File: config.mk
export PLATFORM = sky130hd
export DESIGN_NAME = fast_scan_ctrl
export DESIGN_NICKNAME = d
export VERILOG_FILES = /design/src/rtl/fast_scan_ctrl.sv
export SDC_FILE = /design/constraint.sdc
export NUM_CORES = 1
export LEC_CHECK = 0
export CORE_AREA = 2 2 78 80
export CTS_CLUSTER_DIAMETER = 50
export DETAILED_ROUTE_END_ITERATION = 6
export DIE_AREA = 0 0 80 82
export MAX_ROUTING_LAYER = met4
export PLACE_DENSITY = 0.67
export REMOVE_ABC_BUFFERS = 1
export SYNTH_ARGS = -nofsm -noshare
export SYNTH_HDL_FRONTEND = slang
export SYNTH_SLANG_ARGS = --single-unit
File: constraint.sdc
create_clock -name clk -period 3.3 [get_ports clk]
set_clock_uncertainty 0.1 [all_clocks]
set_input_delay 0.495 -clock clk [delete_from_list [all_inputs] [get_ports clk]]
set_output_delay 0.495 -clock clk [all_outputs]
set_load 0.05 [all_outputs]
File: src/rtl/fast_scan_ctrl.sv
// Frame-scan sequencer driving the pixel_pos raster counter for the FAST detector.
// Optional macro FSC_STALL_CNT_EN adds a saturating back-pressure counter on port stall_cnt.
module fast_scan_ctrl #(
  parameter int X_MAX  = 256,
  parameter int Y_MAX  = 256,
  parameter int BORDER = 3,
  parameter int XW     = $clog2(X_MAX + 1),
  parameter int YW     = $clog2(Y_MAX + 1)
) (
  input  logic          clk,
  input  logic          rst,
  input  logic          start,
  input  logic [XW-1:0] cfg_w,
  input  logic [YW-1:0] cfg_h,
  output logic          busy,
  output logic          done,
  output logic          cfg_err,
  output logic          pp_new_trans,
  output logic          pp_update_pos,
  output logic [XW-1:0] pp_max_x,
  output logic [YW-1:0] pp_max_y,
  input  logic          pp_end_pos,
  input  logic [XW-1:0] pp_curr_x,
  input  logic [YW-1:0] pp_curr_y,
  input  logic          ds_ready,
  output logic          px_valid,
  output logic [XW-1:0] px_x,
  output logic [YW-1:0] px_y,
  output logic          px_interior
`ifdef FSC_STALL_CNT_EN
  ,
  output logic [31:0]   stall_cnt
`endif
);

  typedef enum logic [1:0] {
    ST_IDLE = 2'd0,
    ST_LOAD = 2'd1,
    ST_SCAN = 2'd2,
    ST_DONE = 2'd3
  } state_t;

  localparam logic [XW-1:0] X_MAX_V    = XW'(X_MAX);
  localparam logic [YW-1:0] Y_MAX_V    = YW'(Y_MAX);
  localparam logic [XW:0]   BORDER_X_V = (XW + 1)'(BORDER);
  localparam logic [YW:0]   BORDER_Y_V = (YW + 1)'(BORDER);

  state_t        state_r;
  logic [XW-1:0] w_lat_r;
  logic [YW-1:0] h_lat_r;
  logic          legal_s;
  logic          interior_s;

  // Dimension legality and border classification; one extra bit keeps x+BORDER from wrapping.
  always_comb begin
    legal_s    = 1'b0;
    interior_s = 1'b0;
    if ((cfg_w != {XW{1'b0}}) && (cfg_w <= X_MAX_V) &&
        (cfg_h != {YW{1'b0}}) && (cfg_h <= Y_MAX_V)) begin
      legal_s = 1'b1;
    end else begin
      legal_s = 1'b0;
    end
    if (({1'b0, pp_curr_x} >= BORDER_X_V) &&
        (({1'b0, pp_curr_x} + BORDER_X_V) < {1'b0, w_lat_r}) &&
        ({1'b0, pp_curr_y} >= BORDER_Y_V) &&
        (({1'b0, pp_curr_y} + BORDER_Y_V) < {1'b0, h_lat_r})) begin
      interior_s = 1'b1;
    end else begin
      interior_s = 1'b0;
    end
  end

  // Job sequencer with registered status and pixel_pos control outputs.
  always_ff @(posedge clk) begin
    if (rst) begin
      state_r      <= ST_IDLE;
      w_lat_r      <= {XW{1'b0}};
      h_lat_r      <= {YW{1'b0}};
      busy         <= 1'b0;
      done         <= 1'b0;
      cfg_err      <= 1'b0;
      pp_new_trans <= 1'b0;
      px_valid     <= 1'b0;
    end else begin
      done         <= 1'b0;
      cfg_err      <= 1'b0;
      pp_new_trans <= 1'b0;
      case (state_r)
        ST_IDLE: begin
          if (start && legal_s) begin
            w_lat_r      <= cfg_w;
            h_lat_r      <= cfg_h;
            busy         <= 1'b1;
            pp_new_trans <= 1'b1;
            state_r      <= ST_LOAD;
          end else if (start) begin
            cfg_err <= 1'b1;
          end
        end
        ST_LOAD: begin
          px_valid <= 1'b1;
          state_r  <= ST_SCAN;
        end
        ST_SCAN: begin
          if (ds_ready && pp_end_pos) begin
            px_valid <= 1'b0;
            busy     <= 1'b0;
            done     <= 1'b1;
            state_r  <= ST_DONE;
          end
        end
        ST_DONE: begin
          state_r <= ST_IDLE;
        end
        default: begin
          busy     <= 1'b0;
          px_valid <= 1'b0;
          state_r  <= ST_IDLE;
        end
      endcase
    end
  end

  assign pp_update_pos = px_valid & ds_ready;
  assign pp_max_x      = w_lat_r;
  assign pp_max_y      = h_lat_r;
  assign px_x          = pp_curr_x;
  assign px_y          = pp_curr_y;
  assign px_interior   = px_valid & interior_s;

`ifdef FSC_STALL_CNT_EN
  // Count back-pressured SCAN cycles; cleared at job load, saturating, held after the job.
  always_ff @(posedge clk) begin
    if (rst) begin
      stall_cnt <= 32'd0;
    end else if (state_r == ST_LOAD) begin
      stall_cnt <= 32'd0;
    end else if ((state_r == ST_SCAN) && !ds_ready && (stall_cnt != 32'hFFFF_FFFF)) begin
      stall_cnt <= stall_cnt + 32'd1;
    end
  end
`endif

endmodule

==> impl_metrics.json <==
{
  "cts.hold.buffers_added": 0,
  "ir_drop_mv": 0.2699,
  "synth_most_common_cell": "inv_1",
  "dr.max_layer_used": "met4",
  "yosys_warnings": 0,
  "n_antenna_cell": 0,
  "dp_hpwl_um": 4137,
  "syn2layout_area_growth_pct": 51.92,
  "synth_top_cell_by_area": "dfxtp_1",
  "synthDistinctLibCells": 38,
  "dr_wl_met2_um": 2557,
  "rr_endpoint": "busy",
  "final.period_utilization_pct": 95.99,
  "setup_viol": 0,
  "ff2ff_path_depth": 5,
  "multi_input_area_mm2": 0.001237,
  "p_int_uw": 580.2,
  "power.share.clock_pct": 19.2,
  "reg2reg_slack_ps": 1430,
  "synth_fa_ha_area_share_pct": 14.72,
  "grt_overflow": 0,
  "p_sw_uw": 355.8,
  "tightest_slew_ps": 686.9,
  "powerDensity_mw_per_mm2": 315.2,
  "dr.pass1.iters": 4,
  "grt_pass1_wl_um": 8362,
  "ys_top_cells_by_count": "26 x inv_1, 25 x a21oi_1, 25 x dfxtp_1, 25 x o21ai_0, 23 x ha_1",
  "cap_violations": 0,
  "synth-edff-count": 0,
  "synth_compound_area_share_pct": 20.23,
  "tritoncts": "done",
  "rr_startpoint": "state_r[0]",
  "clock_path_buffers": 2,
  "antenna_found_initial": 0,
  "ios": 84,
  "die_w_um": 80,
  "yosys.area_share.simple_pct": 17.73,
  "synth_top_family_by_area": "compound AO/OA/AOI/OAI gates",
  "synthCells": 246,
  "min_to": "state_r[1]",
  "clock.fmax_mhz": 315.7,
  "detail_route.vias_per_cell": 4.877,
  "ys_top_cells_by_area": "dfxtp_1 26%, ha_1 15%, buf_4 6.9%",
  "crit_path_end_kind": "output pin",
  "regArea_um2": 500.5,
  "cts_sinks": 25,
  "clkTransAtPathRegs_ps": 90,
  "fin_util_pct": 51.68,
  "num_vias": 1946,
  "holdCritStartpoint": "state_r[1]",
  "gp_congestion": 0.8194,
  "wl_per_cell_um": 13.13,
  "synth-seq-cells": 25,
  "hold_path_class": "flip-flop to flip-flop",
  "initial_core_util_pct": 34.02,
  "p_comb_share_pct": 44.8,
  "synth_area_mm2": 0.001954,
  "hold_depth": 2,
  "dpl_cell_area_mm2": 0.002823,
  "critPathMaxFanout": 5,
  "crit_type": "input pin to output pin",
  "layout.nets": 389,
  "core-area_mm2": 0.005746,
  "synth.area.mux_share_pct": 0.5122,
  "synthArstFlopShare_pct": 0,
  "postRouteAntennaNets": 0,
  "clk_latency_ps": 260,
  "grt_max_degree": 22,
  "period_needed_ps": 3168,
  "drtIter0Drc": 20,
  "required_ps": 2700,
  "wirelength_met1_um": 2359,
  "tns_ps": 0,
  "syn_area_per_cell_um2": 7.945,
  "hold_viol": 0,
  "seq_power_share_pct": 36.0,
  "synthXorXnorAreaFrac_pct": 6.274,
  "htree_levels": 1,
  "status": "finished clean",
  "root_buffer": "clkbuf_8",
  "die_h_um": 82,
  "synth_flop_cell": "dfxtp_1",
  "cp-start-kind": "input pin",
  "grt_usage_pct": 16.15,
  "wl_um": 5240,
  "yosysSeqAreaShare_pct": 25.61,
  "arrival_ps": 2570,
  "grt_pass1_vias": 1860,
  "slew_headroom_pct": 54.21,
  "row_count": 28,
  "slew_violations": 0,
  "fp.dieArea_mm2": 0.006560,
  "leakagePower_uw": 0.001144,
  "port_buffers": 83,
  "met3WireLength_um": 295,
  "cts_made_buffers": 3,
  "fillers": 577,
  "p_sw_share_pct": 38.01,
  "post-synth-top-area-fraction_pct": 25.61,
  "stdcell_area_mm2": 0.002969,
  "drcViolationCount": 0,
  "drive_above_1_share_pct": 12.96
}
## sequential cells by signal, indices dropped and copies added (netlist names)
register      cells
state_r           2
done              1
cfg_err           1
pp_new_trans      1
busy              1
pp_max_y          9
px_valid          1
pp_max_x          9
## placed cells by master (no fill, tap or decap), types with 6 or more instances in the layout
cell | synthesis | routed
a21oi_1 | 25 | 25
nand3_1 | 22 | 21
dfxtp_1 | 25 | 25
buf_4 | 18 | 18
o21ai_0 | 25 | 24
nand2_1 | 9 | 8
xnor2_1 | 8 | 7
clkdlybuf4s50_1 | 0 | 73
ha_1 | 23 | 21
inv_1 | 26 | 24
xor2_1 | 6 | 6
## metal layers
layer  GRT usage (%)  vias up
met2           27.42       61
met5               -        -
met3           2.527        2
li1                -     1007
met1           19.87      876
met4           4.746        0
## stage by stage
| step | std cells | hold WS (ps) | power (uW) | worst slack [ps] |
|---|---|---|---|---|
| after floorplan | 218 | 351.5 | 534.5 | 348.7 |
| after global placement | 393 | 364.2 | 750.9 | -88.37 |
| after detailed placement | 393 | 378.2 | 754.6 | -204.9 |
| after CTS | 399 | 390.9 | 940.8 | 4.164 |
| after global routing | 399 | 432.9 | 994.9 | -1.243 |
| final | 399 | 386.1 | 936.0 | 132.3 |
## worst max path at each step
stage	start	endpoint	depth (start not counted)
6_report	pp_curr_y[5]	px_interior	10
5_1_grt	pp_curr_y[5]	px_interior	10
4_1_cts	pp_curr_x[0]	px_interior	13
3_5_place_dp	pp_curr_y[0]	px_interior	13
3_3_place_gp	pp_curr_y[0]	px_interior	13
2_1_floorplan	pp_curr_y[0]	px_interior	11
## worst max-delay path, stage by stage
cell and delay (ps):
clkdlybuf4s50_1 580, nand2_1 100, nor2_2 130, xor2_1 190, ha_1 270, a21oi_1 150
o2111ai_1 110, a21oi_1 130, and4b_1 260, buf_12 150
## final cells by class
class                           instances  area share [%]
Tap cell                               75           3.161
Timing Repair Buffer                  102           33.50
Clock buffer                            4           1.517
Multi-Input combinational cell        167           41.68
Inverter                               26           3.287
Sequential cell                        25           16.86
## power groups by stage
stage          registers, uW  logic, uW  clock network, uW
2_1_floorplan            394        140                  0
3_3_place_gp             344        407                  0
3_5_place_dp             344        411                  0
4_1_cts                  337        419                184
5_1_grt                  341        458                197
6_report                 337        420                180
## timing repair
item / CTS / global route
endpoints found under the hold margin: 0 / 0
buffers inserted: 2 / 0
setup endpoints to repair: 1 / 1
resized for setup: 17 / 12
pin swaps: 7 / 3
## cell families (layout without fill, tap and decap cells)
family	count (synthesis)	in the layout
AOI/OAI and AO/OA	67	67
xor gates and xnor gates	14	14
adders and majority gates	23	23
buffers and inverters	54	132
DFF	25	25
muxes	1	1
and+or+nand+nor	62	62
(Power assumes the default switching activity.)
